===== src/rtl/uart_pkg.sv =====
// Shared register offsets, STATUS layout and transmitter state encoding for uart_tx_periph.
package uart_pkg;

  localparam logic [1:0] REG_DATA   = 2'd0;
  localparam logic [1:0] REG_STATUS = 2'd1;
  localparam logic [1:0] REG_DIV    = 2'd2;

  localparam int ST_FULL  = 0;
  localparam int ST_EMPTY = 1;
  localparam int ST_BUSY  = 2;
  localparam int ST_OVF   = 3;

  typedef struct packed {
    logic [23:0] rsvd;
    logic [3:0]  count;
    logic        ovf;
    logic        busy;
    logic        empty;
    logic        full;
  } status_t;

  typedef enum logic [1:0] {IDLE, START, DATA, STOP} tx_state_t;

endpackage


===== src/rtl/sync_fifo.sv =====
// Single-clock FIFO, registered pointers, head visible on rdata with zero latency.
// Pushes while full and pops while empty are ignored; the producer checks full to detect drops.
module sync_fifo #(
  parameter int WIDTH = 8,
  parameter int DEPTH = 4
) (
  input  logic                       clk,
  input  logic                       reset,
  input  logic                       push,
  input  logic                       pop,
  input  logic [WIDTH-1:0]           wdata,
  output logic [WIDTH-1:0]           rdata,
  output logic                       full,
  output logic                       empty,
  output logic [$clog2(DEPTH+1)-1:0] count
);
  localparam int AW = $clog2(DEPTH);
  localparam int CW = $clog2(DEPTH+1);

  logic [WIDTH-1:0] mem [DEPTH];
  logic [AW-1:0]    wptr;
  logic [AW-1:0]    rptr;
  logic             do_push;
  logic             do_pop;

  assign do_push = push && !full;
  assign do_pop  = pop && !empty;
  assign full    = (count == CW'(DEPTH));
  assign empty   = (count == '0);
  assign rdata   = mem[rptr];

  // DEPTH is a power of two, so pointer overflow gives the modulo wrap
  always_ff @(posedge clk) begin
    if (reset) begin
      wptr  <= '0;
      rptr  <= '0;
      count <= '0;
    end else begin
      if (do_push) begin
        mem[wptr] <= wdata;
        wptr      <= wptr + AW'(1);
      end
      if (do_pop) rptr <= rptr + AW'(1);
      case ({do_push, do_pop})
        2'b10:   count <= count + CW'(1);
        2'b01:   count <= count - CW'(1);
        default: count <= count;
      endcase
    end
  end

endmodule


===== src/rtl/uart_tx_periph.sv =====
// Memory-mapped 8N1 UART transmitter with TX FIFO; frames take 10*DIV cycles plus one idle cycle.
// No bus backpressure: DATA writes to a full FIFO are dropped and flagged in sticky STATUS.OVF.
module uart_tx_periph
  import uart_pkg::*;
#(
  parameter logic [31:0] BASE_ADDR   = 32'h0000_1000,
  parameter int          DEFAULT_DIV = 16,
  parameter int          FIFO_DEPTH  = 4
) (
  input  logic        clk,
  input  logic        reset,
  input  logic [31:0] daddr,
  input  logic [31:0] dwdata,
  input  logic [3:0]  dwe,
  output logic [31:0] drdata,
  output logic        hit,
  output logic        txd,
  output logic        irq
);
  localparam int CW = $clog2(FIFO_DEPTH+1);

  logic [1:0]    reg_off;
  logic          wr;
  logic          push;
  logic          pop;
  logic [7:0]    fifo_rdata;
  logic          full;
  logic          empty;
  logic [CW-1:0] count;
  logic [15:0]   div_q;
  logic          ovf_q;
  status_t       status;
  logic          unused_bits;

  tx_state_t   state_q, state_d;
  logic [15:0] cyc_q, cyc_d;
  logic [15:0] div_lat_q, div_lat_d;
  logic [2:0]  bit_q, bit_d;
  logic [7:0]  sh_q, sh_d;
  logic        txd_d;
  logic        last;

  assign hit         = (daddr[31:4] == BASE_ADDR[31:4]);
  assign reg_off     = daddr[3:2];
  assign wr          = hit && (dwe != 4'b0000) && !reset;
  assign push        = wr && (reg_off == REG_DATA) && dwe[0];
  assign unused_bits = ^{daddr[1:0], dwdata[31:16]};

  sync_fifo #(.WIDTH(8), .DEPTH(FIFO_DEPTH)) u_fifo (
    .clk   (clk),
    .reset (reset),
    .push  (push),
    .pop   (pop),
    .wdata (dwdata[7:0]),
    .rdata (fifo_rdata),
    .full  (full),
    .empty (empty),
    .count (count)
  );

  always_ff @(posedge clk) begin
    if (reset) begin
      div_q <= 16'(DEFAULT_DIV);
      ovf_q <= 1'b0;
    end else begin
      if (push && full)
        ovf_q <= 1'b1;
      else if (wr && (reg_off == REG_STATUS) && dwe[0] && dwdata[ST_OVF])
        ovf_q <= 1'b0;
      if (wr && (reg_off == REG_DIV)) begin
        if (dwe[0]) div_q[7:0]  <= dwdata[7:0];
        if (dwe[1]) div_q[15:8] <= dwdata[15:8];
      end
    end
  end

  always_ff @(posedge clk) begin
    if (reset) begin
      state_q   <= IDLE;
      cyc_q     <= '0;
      bit_q     <= '0;
      sh_q      <= '0;
      div_lat_q <= 16'd1;
      txd       <= 1'b1;
    end else begin
      state_q   <= state_d;
      cyc_q     <= cyc_d;
      bit_q     <= bit_d;
      sh_q      <= sh_d;
      div_lat_q <= div_lat_d;
      txd       <= txd_d;
    end
  end

  assign last = (cyc_q == div_lat_q - 16'd1);

  always_comb begin
    state_d   = state_q;
    cyc_d     = cyc_q;
    bit_d     = bit_q;
    sh_d      = sh_q;
    div_lat_d = div_lat_q;
    pop       = 1'b0;
    case (state_q)
      IDLE: begin
        if (!empty) begin
          pop       = 1'b1;
          sh_d      = fifo_rdata;
          div_lat_d = (div_q == 16'd0) ? 16'd1 : div_q;
          cyc_d     = '0;
          bit_d     = '0;
          state_d   = START;
        end
      end
      START: begin
        if (last) begin
          cyc_d   = '0;
          state_d = DATA;
        end else cyc_d = cyc_q + 16'd1;
      end
      DATA: begin
        if (last) begin
          cyc_d = '0;
          sh_d  = {1'b0, sh_q[7:1]};
          if (bit_q == 3'd7) begin
            bit_d   = '0;
            state_d = STOP;
          end else bit_d = bit_q + 3'd1;
        end else cyc_d = cyc_q + 16'd1;
      end
      STOP: begin
        if (last) begin
          cyc_d   = '0;
          state_d = IDLE;
        end else cyc_d = cyc_q + 16'd1;
      end
      default: state_d = IDLE;
    endcase
    // txd is computed from the next state so the line moves on the same edge as the FSM
    case (state_d)
      START:   txd_d = 1'b0;
      DATA:    txd_d = sh_d[0];
      default: txd_d = 1'b1;
    endcase
  end

  always_comb begin
    status       = '0;
    status.count = 4'(count);
    status.ovf   = ovf_q;
    status.busy  = (state_q != IDLE);
    status.empty = empty;
    status.full  = full;
  end

  always_comb begin
    drdata = '0;
    if (hit) begin
      case (reg_off)
        REG_STATUS: drdata = status;
        REG_DIV:    drdata = {16'd0, div_q};
        default:    drdata = '0;
      endcase
    end
  end

  assign irq = empty && (state_q == IDLE);

endmodule


===== config.mk =====
export PLATFORM = sky130hd
export DESIGN_NAME = uart_tx_periph
export DESIGN_NICKNAME = d
export VERILOG_FILES = /design/src/rtl/uart_pkg.sv /design/src/rtl/sync_fifo.sv /design/src/rtl/uart_tx_periph.sv
export SDC_FILE = /design/constraint.sdc
export NUM_CORES = 1
export LEC_CHECK = 0
export CORE_UTILIZATION = 40
export DETAILED_ROUTE_END_ITERATION = 8
export GPL_ROUTABILITY_DRIVEN = 1
export GPL_TIMING_DRIVEN = 1
export PLACE_DENSITY_LB_ADDON = 0.15
export SLEW_MARGIN = 40
export SYNTH_ARGS = -nofsm -noshare
export SYNTH_HDL_FRONTEND = slang
export SYNTH_HIERARCHICAL = 1
export SYNTH_SLANG_ARGS = --single-unit

===== constraint.sdc =====
create_clock -name clk -period 3.5 [get_ports clk]
set_clock_uncertainty 0.05 [all_clocks]
set_input_delay 0.7 -clock clk [delete_from_list [all_inputs] [get_ports clk]]
set_output_delay 0.7 -clock clk [all_outputs]
set_load 0.01 [all_outputs]

==> Word level (Yosys, flattened, before mapping) <==
Memory sizes are Yosys's and may differ from the RTL's. A register that Yosys moved wholly into a read port is not among the register bits.
Cells that the tools add are included.
{ "classes": {"bitwise": 1, "n_reduce_logical": 29, "n_addsub": 7, "mux": 30, "n_eq_ne": 15} }
{ "ops": {"columns": ["op", "n"], "rows": [
  ["two-way mux 16 bit", 4],
  ["case mux 16 bit (2 select lines)", 2],
  ["equality test 28 x 9 -> 1 bit (second input constant)", 1],
  ["adder 16 x 1 -> 16 bit (second input constant)", 1],
  ["equality test 16 bit", 1],
  ["logical NOT 16 bit", 1],
  ["two-way mux 8 bit", 2],
  ["case mux 8 bit (2 select lines)", 1],
  ["subtractor 16 x 1 -> 16 bit (second input constant)", 1],
  ["two-way mux 2 bit", 7],
  ["logical AND 1 bit", 12],
  ["case mux 3 bit (2 select lines)", 2],
  ["equality test 2 bit (second input constant)", 5],
  ["two-way mux 3 bit", 3],
  ["equality test 2 x 1 -> 1 bit (second input constant)", 4],
  ["case mux 2 bit (4 select lines)", 1],
  ["nonzero test 2 bit", 4],
  ["two-way mux 1 bit", 7],
  ["adder 3 x 1 -> 3 bit (second input constant)", 2],
  ["equality test 3 bit (second input constant)", 2],
  ["AND reduction 2 bit", 3],
  ["adder 2 x 1 -> 2 bit (second input constant)", 2],
  ["logical NOT 2 bit", 2],
  ["!= test 2 bit (second input constant)", 2],
  ["other kinds (8)", 10]
]} }
{ "word_totals": {"n_memories": 1, "reg_bits": 70, "input_bits": 70, "ram_bits": 32, "out_inout_bits": 35} }
{ "memory_table": {"columns": ["memory", "words", "word_bits", "read_ports", "rd_ports_with_merged_regs", "write_ports", "line_no", "text"], "rows": [
  ["u_fifo.mem", 4, 8, 1, 1, 1, "sync_fifo.sv:20", "logic [WIDTH-1:0] mem [DEPTH];"]
]} }

==> Logic depth before layout (Yosys ltp) <==
{ "depth": {"word_depth": 9, "ltp_mapped": 13, "depth_no_buf": 11} }

==> Modules after synthesis <==
The synthesis kept the hierarchy.
{ "by_module_without_submodules": {"columns": ["module", "n_inst", "cells_each", "seq_area_each_um2", "area_per_inst_um2"], "rows": [
  ["uart_tx_periph", 1, 463, 1261.2, 3747.3],
  ["sync_fifo", 1, 96, 1141.1, 1655.3]
]} }

==> Worst setup path after synthesis <==
No wires, ideal clock.
{ "synth_timing": {"path_kind": "input to register", "from": "input port daddr[10]", "to": "memory u_fifo.mem[3][0], enable pin", "setup_ns": 0.385, "path_stages": 7, "setup_slack_ns": 0.553, "arrival_ns": 2.512, "path_cell_list": "nor4b_1 > nand4_1 > nor4b_1 > and2_1 > nand2b_1 > buf_6 > nor3b_1"} }
{ "synth_between": {"elab_chain_cells": 9} }
{ "synth_lines": {"columns": ["item", "line_no", "text"], "rows": [
  ["start: declaration", "uart_tx_periph.sv:12", "input logic [31:0] daddr,"],
  ["equality test 28 x 9 -> 1 bit", "uart_tx_periph.sv:43", "assign hit = (daddr[31:4] == BASE_ADDR[31:4]);"],
  ["logical AND 1 bit (2 in series)", "uart_tx_periph.sv:45", "assign wr = hit && (dwe != 4'b0000) && !reset;"],
  ["logical AND 1 bit (2 in series)", "uart_tx_periph.sv:46", "assign push = wr && (reg_off == REG_DATA) && dwe[0];"],
  ["via push", "uart_tx_periph.sv:24", "logic push;"],
  ["logical AND 1 bit", "sync_fifo.sv:26", "assign do_push = push && !full;"],
  ["two-way mux 1 bit", "sync_fifo.sv:39", "if (do_push) begin"],
  ["two-way mux 1 bit", "sync_fifo.sv:34", "if (reset) begin"],
  ["two-way mux 1 bit (implied by the code)", "sync_fifo.sv:40", "mem[wptr] <= wdata;"],
  ["end: declaration", "sync_fifo.sv:20", null]
]} }
The timed path passes the listed nets, and every way through them passes these cells.

==> Worst setup path after layout <==
{ "layout_timing": {"from": "input port daddr[19]", "to": "output port drdata[13]"} }
{ "layout_between": {"elab_chain_cells": 2} }
{ "layout_lines": {"columns": ["item", "line_no", "text"], "rows": [
  ["equality test 28 x 9 -> 1 bit", "uart_tx_periph.sv:43", null],
  ["two-way mux 16 bit", "uart_tx_periph.sv:158", "if (hit) begin"],
  ["end: declaration", "uart_tx_periph.sv:15", "output logic [31:0] drdata,"]
]} }
No other way between the ends.

==> impl_metrics.tcl <==
set metrics [dict create \
    status "finished, final reports clean" \
    ys_async_sr_fraction_pct 0 \
    syn_area_per_cell_sq_um 9.665 \
    detail_route.first_pass.iterations 6 \
    synth_top_area_share_pct 26.68 \
    hold_violations 0 \
    peakVddDrop_mv 0.2230 \
    routed-via-count 4265 \
    die_area_sq_um 13980 \
    track_usage_pct 17.76 \
    yosys.area.top_type "dfxtp_1" \
    drtIter0Drc 278 \
    finalMaxSlewViolations 0 \
    totalWireLength_um 12150 \
    ys_types 69 \
    die_height_um 118.2 \
    max-clock-path-buffers 2 \
    synth_seq_cells 104 \
    clk_latency_ns 0.35 \
    worstMarginPinSlew_ns 0.7351 \
    grt_pass1_wl_um 19690 \
    setup_tns_ns 0 \
    cts_hold_buf 0 \
    viasPerCell 5.331 \
    relSlewSlack_pct 50.94 \
    cts_tree "built" \
    crit_buf_inv 3 \
    path_cells "clkdlybuf4s50_1 > nor4_1 > nand3_1 > nor2_2 > buf_6 > and3_1 > clkdlybuf4s50_1" \
    nNetsFinal 702 \
    cts_setup_buffers 0 \
    finalSetupViolCount 0 \
    cts_resized 0 \
    drive_above_1_share_pct 9.776 \
    synth_edf_count 32 \
    worstSetupStartpointType "primary input" \
    die_x_um 118.2 \
    critical_path_class "primary input to output port" \
    row_count 42 \
    powerDensity_nw_per_um2 358.3 \
    ant_nets 0 \
    synth_warnings 6 \
    initial_core_util_pct 40.96 \
    root_buffer "clkbuf_16" \
    clock_sinks 104 \
    drc 0 \
    leakage_nw 2.253 \
    design_area_sq_um 6535 \
    min_period_ns 3.352 \
    crit_required_ns 2.75 \
    min_period_over_period_pct 95.76 \
    max_freq_mhz 298.4 \
    grt_max_degree 63 \
    grt_pass1_vias 4055 \
    synth_cells 559 \
    yosysMostFrequentCell "dfxtp_1" \
    htree_num_levels 3 \
    crit_slowest_cell "clkdlybuf4s50_1" \
    io_pins 105 \
    core_sq_um 13190 \
    critPathMaxFanout 12 \
    synth_area_sq_um 5403 \
    hold_path_class "flip-flop to flip-flop" \
    dp_hpwl_um 8906 \
    clkSlewWorstSetupHoldPaths_ns 0.08 \
    wire_per_inst_um 15.19 \
    rsz0062_at_grt "no" \
    antenna_found_initial 0 \
    crit_path_end_kind "output port" \
    io_buffers 68 \
    gp_congestion 0.8061 \
    synthTopCellsByCount "dfxtp_1, nand2_1, nor2_1" \
    cts-buffers-inserted 9 \
    syn_to_final_growth_pct 20.96 \
    drv_cap 0 \
    place_area_sq_um 6213 \
    cp.arrival_ns 2.60 \
    synthFlopType "dfxtp_1" \
    post-place-ws_ns -0.004709 \
    setup_ws_ns 0.1484 \
    n_antenna_cell 0 \
    synth_area_leaders "dfxtp_1, edfxtp_1, mux2i_1" \
    cp_common_cell "clkdlybuf4s50_1" \
    overflow 0 \
    critical-path-top-delay-family "buffers and inverters" \
    yosysSeqAreaShare_pct 44.47 \
    critPathMaxStageDelay_ns 0.53 \
]
-- state kept, by name (all words and copies together), names as in the netlist, 3 cells and up, named ones only --
signal	count
u_fifo/mem	32
cyc_q	16
div_lat_q	16
sh_q	8
bit_q	3
div_q	16
u_fifo/count	3
-- cell usage in the layout (no fill, tap or decap), types with 5 or more instances in the layout --
| master | synthesis | final |
|---|---|---|
| and3_1 | 17 | 17 |
| conb_1 | 1 | 16 |
| nand2b_1 | 12 | 12 |
| nor2_1 | 48 | 46 |
| xnor2_1 | 11 | 11 |
| buf_4 | 16 | 15 |
| nor3_1 | 7 | 7 |
| mux4_2 | 8 | 8 |
| xor2_1 | 10 | 10 |
| nand2_1 | 58 | 57 |
| a21oi_1 | 27 | 27 |
| o221ai_1 | 5 | 5 |
| clkbuf_16 | 0 | 9 |
| nand3_1 | 23 | 23 |
| inv_1 | 19 | 19 |
| edfxtp_1 | 32 | 32 |
| o21ai_0 | 7 | 7 |
| nor4_1 | 12 | 11 |
| a22oi_1 | 11 | 11 |
| mux2i_1 | 26 | 26 |
| ha_1 | 12 | 12 |
| dfxtp_1 | 72 | 72 |
| clkdlybuf4s50_1 | 0 | 67 |
| or3_1 | 6 | 6 |
| a31oi_1 | 7 | 7 |
-- report_power, final --
| part | switching (mW) | internal (mW) |
|---|---|---|
| combinational | 0.0468 | 0.0568 |
| sequential | 0.000000000510 | 1.24 |
| clock | 0.491 | 0.508 |
| total | 0.538 | 1.80 |
-- per-layer routing --
metal | share of wire [%] | vias up | global-route usage, %
met5 | 0 | - | 0
met4 | 0.89 | 0 | 5.769
met3 | 3.9 | 8 | 3.427
met2 | 49 | 108 | 30.40
met1 | 46 | 2037 | 22.40
li1 | - | 2112 | -
-- final timing paths --
path	to	slack, ns	startpoint	cells past startpoint
max	drdata[13]	0.15	daddr[19]	7
min reg2reg	div_lat_q[15]	0.42	div_lat_q[15]	2
min	div_lat_q[15]	0.42	div_lat_q[15]	2
max reg2reg	cyc_q[7]	0.28	div_lat_q[0]	9
-- worst reg2reg max path, cell delays in order, from the launching register on --
cell and delay, ns:
dfxtp_1 0.35, inv_1 0.07, ha_1 0.22, nor3b_1 0.39, and3_1 0.30, mux2_2 0.35
o31a_1 0.30, o2111ai_4 0.43, nand2_1 0.28, o311ai_1 0.37
-- area by class of cell --
class	instances	area (sq um)
Fill cell	1278	6655
Sequential cell	104	2402
Timing Repair Buffer	84	799.5
Multi-Input combinational cell	401	2741
Clock inverter	7	75.07
Tap cell	176	220.2
Clock buffer	9	225.2
Inverter	19	71.32
-- cell families (layout without fill, tap and decap cells) --
| kind of cell | count (synthesis) | in the layout | synth area share, % |
|---|---|---|---|
| xor gates and xnor gates | 21 | 21 | 3.404 |
| muxes | 36 | 36 | 8.569 |
| AOI/OAI and AO/OA | 86 | 86 | 11.26 |
| buffers and inverters | 69 | 119 | 6.253 |
| other | 1 | 16 | 0.06941 |
| and+or+nand+nor | 229 | 229 | 22.83 |
| adders and majority gates | 13 | 13 | 3.150 |
| DFF | 104 | 104 | 44.46 |
-- through the flow --
step	utilization [%]	total power, mW	hold WS (ns)	std cells
5_1_grt	49.54	2.425	0.4537	800
3_5_place_dp	47.11	1.370	0.4135	784
4_1_cts	49.38	2.365	0.4239	800
6_report	49.54	2.341	0.4206	800
2_1_floorplan	-	1.313	0.3936	574
3_3_place_gp	47.07	1.368	0.4041	784
No activity file was read; power rests on OpenSTA's default activity.
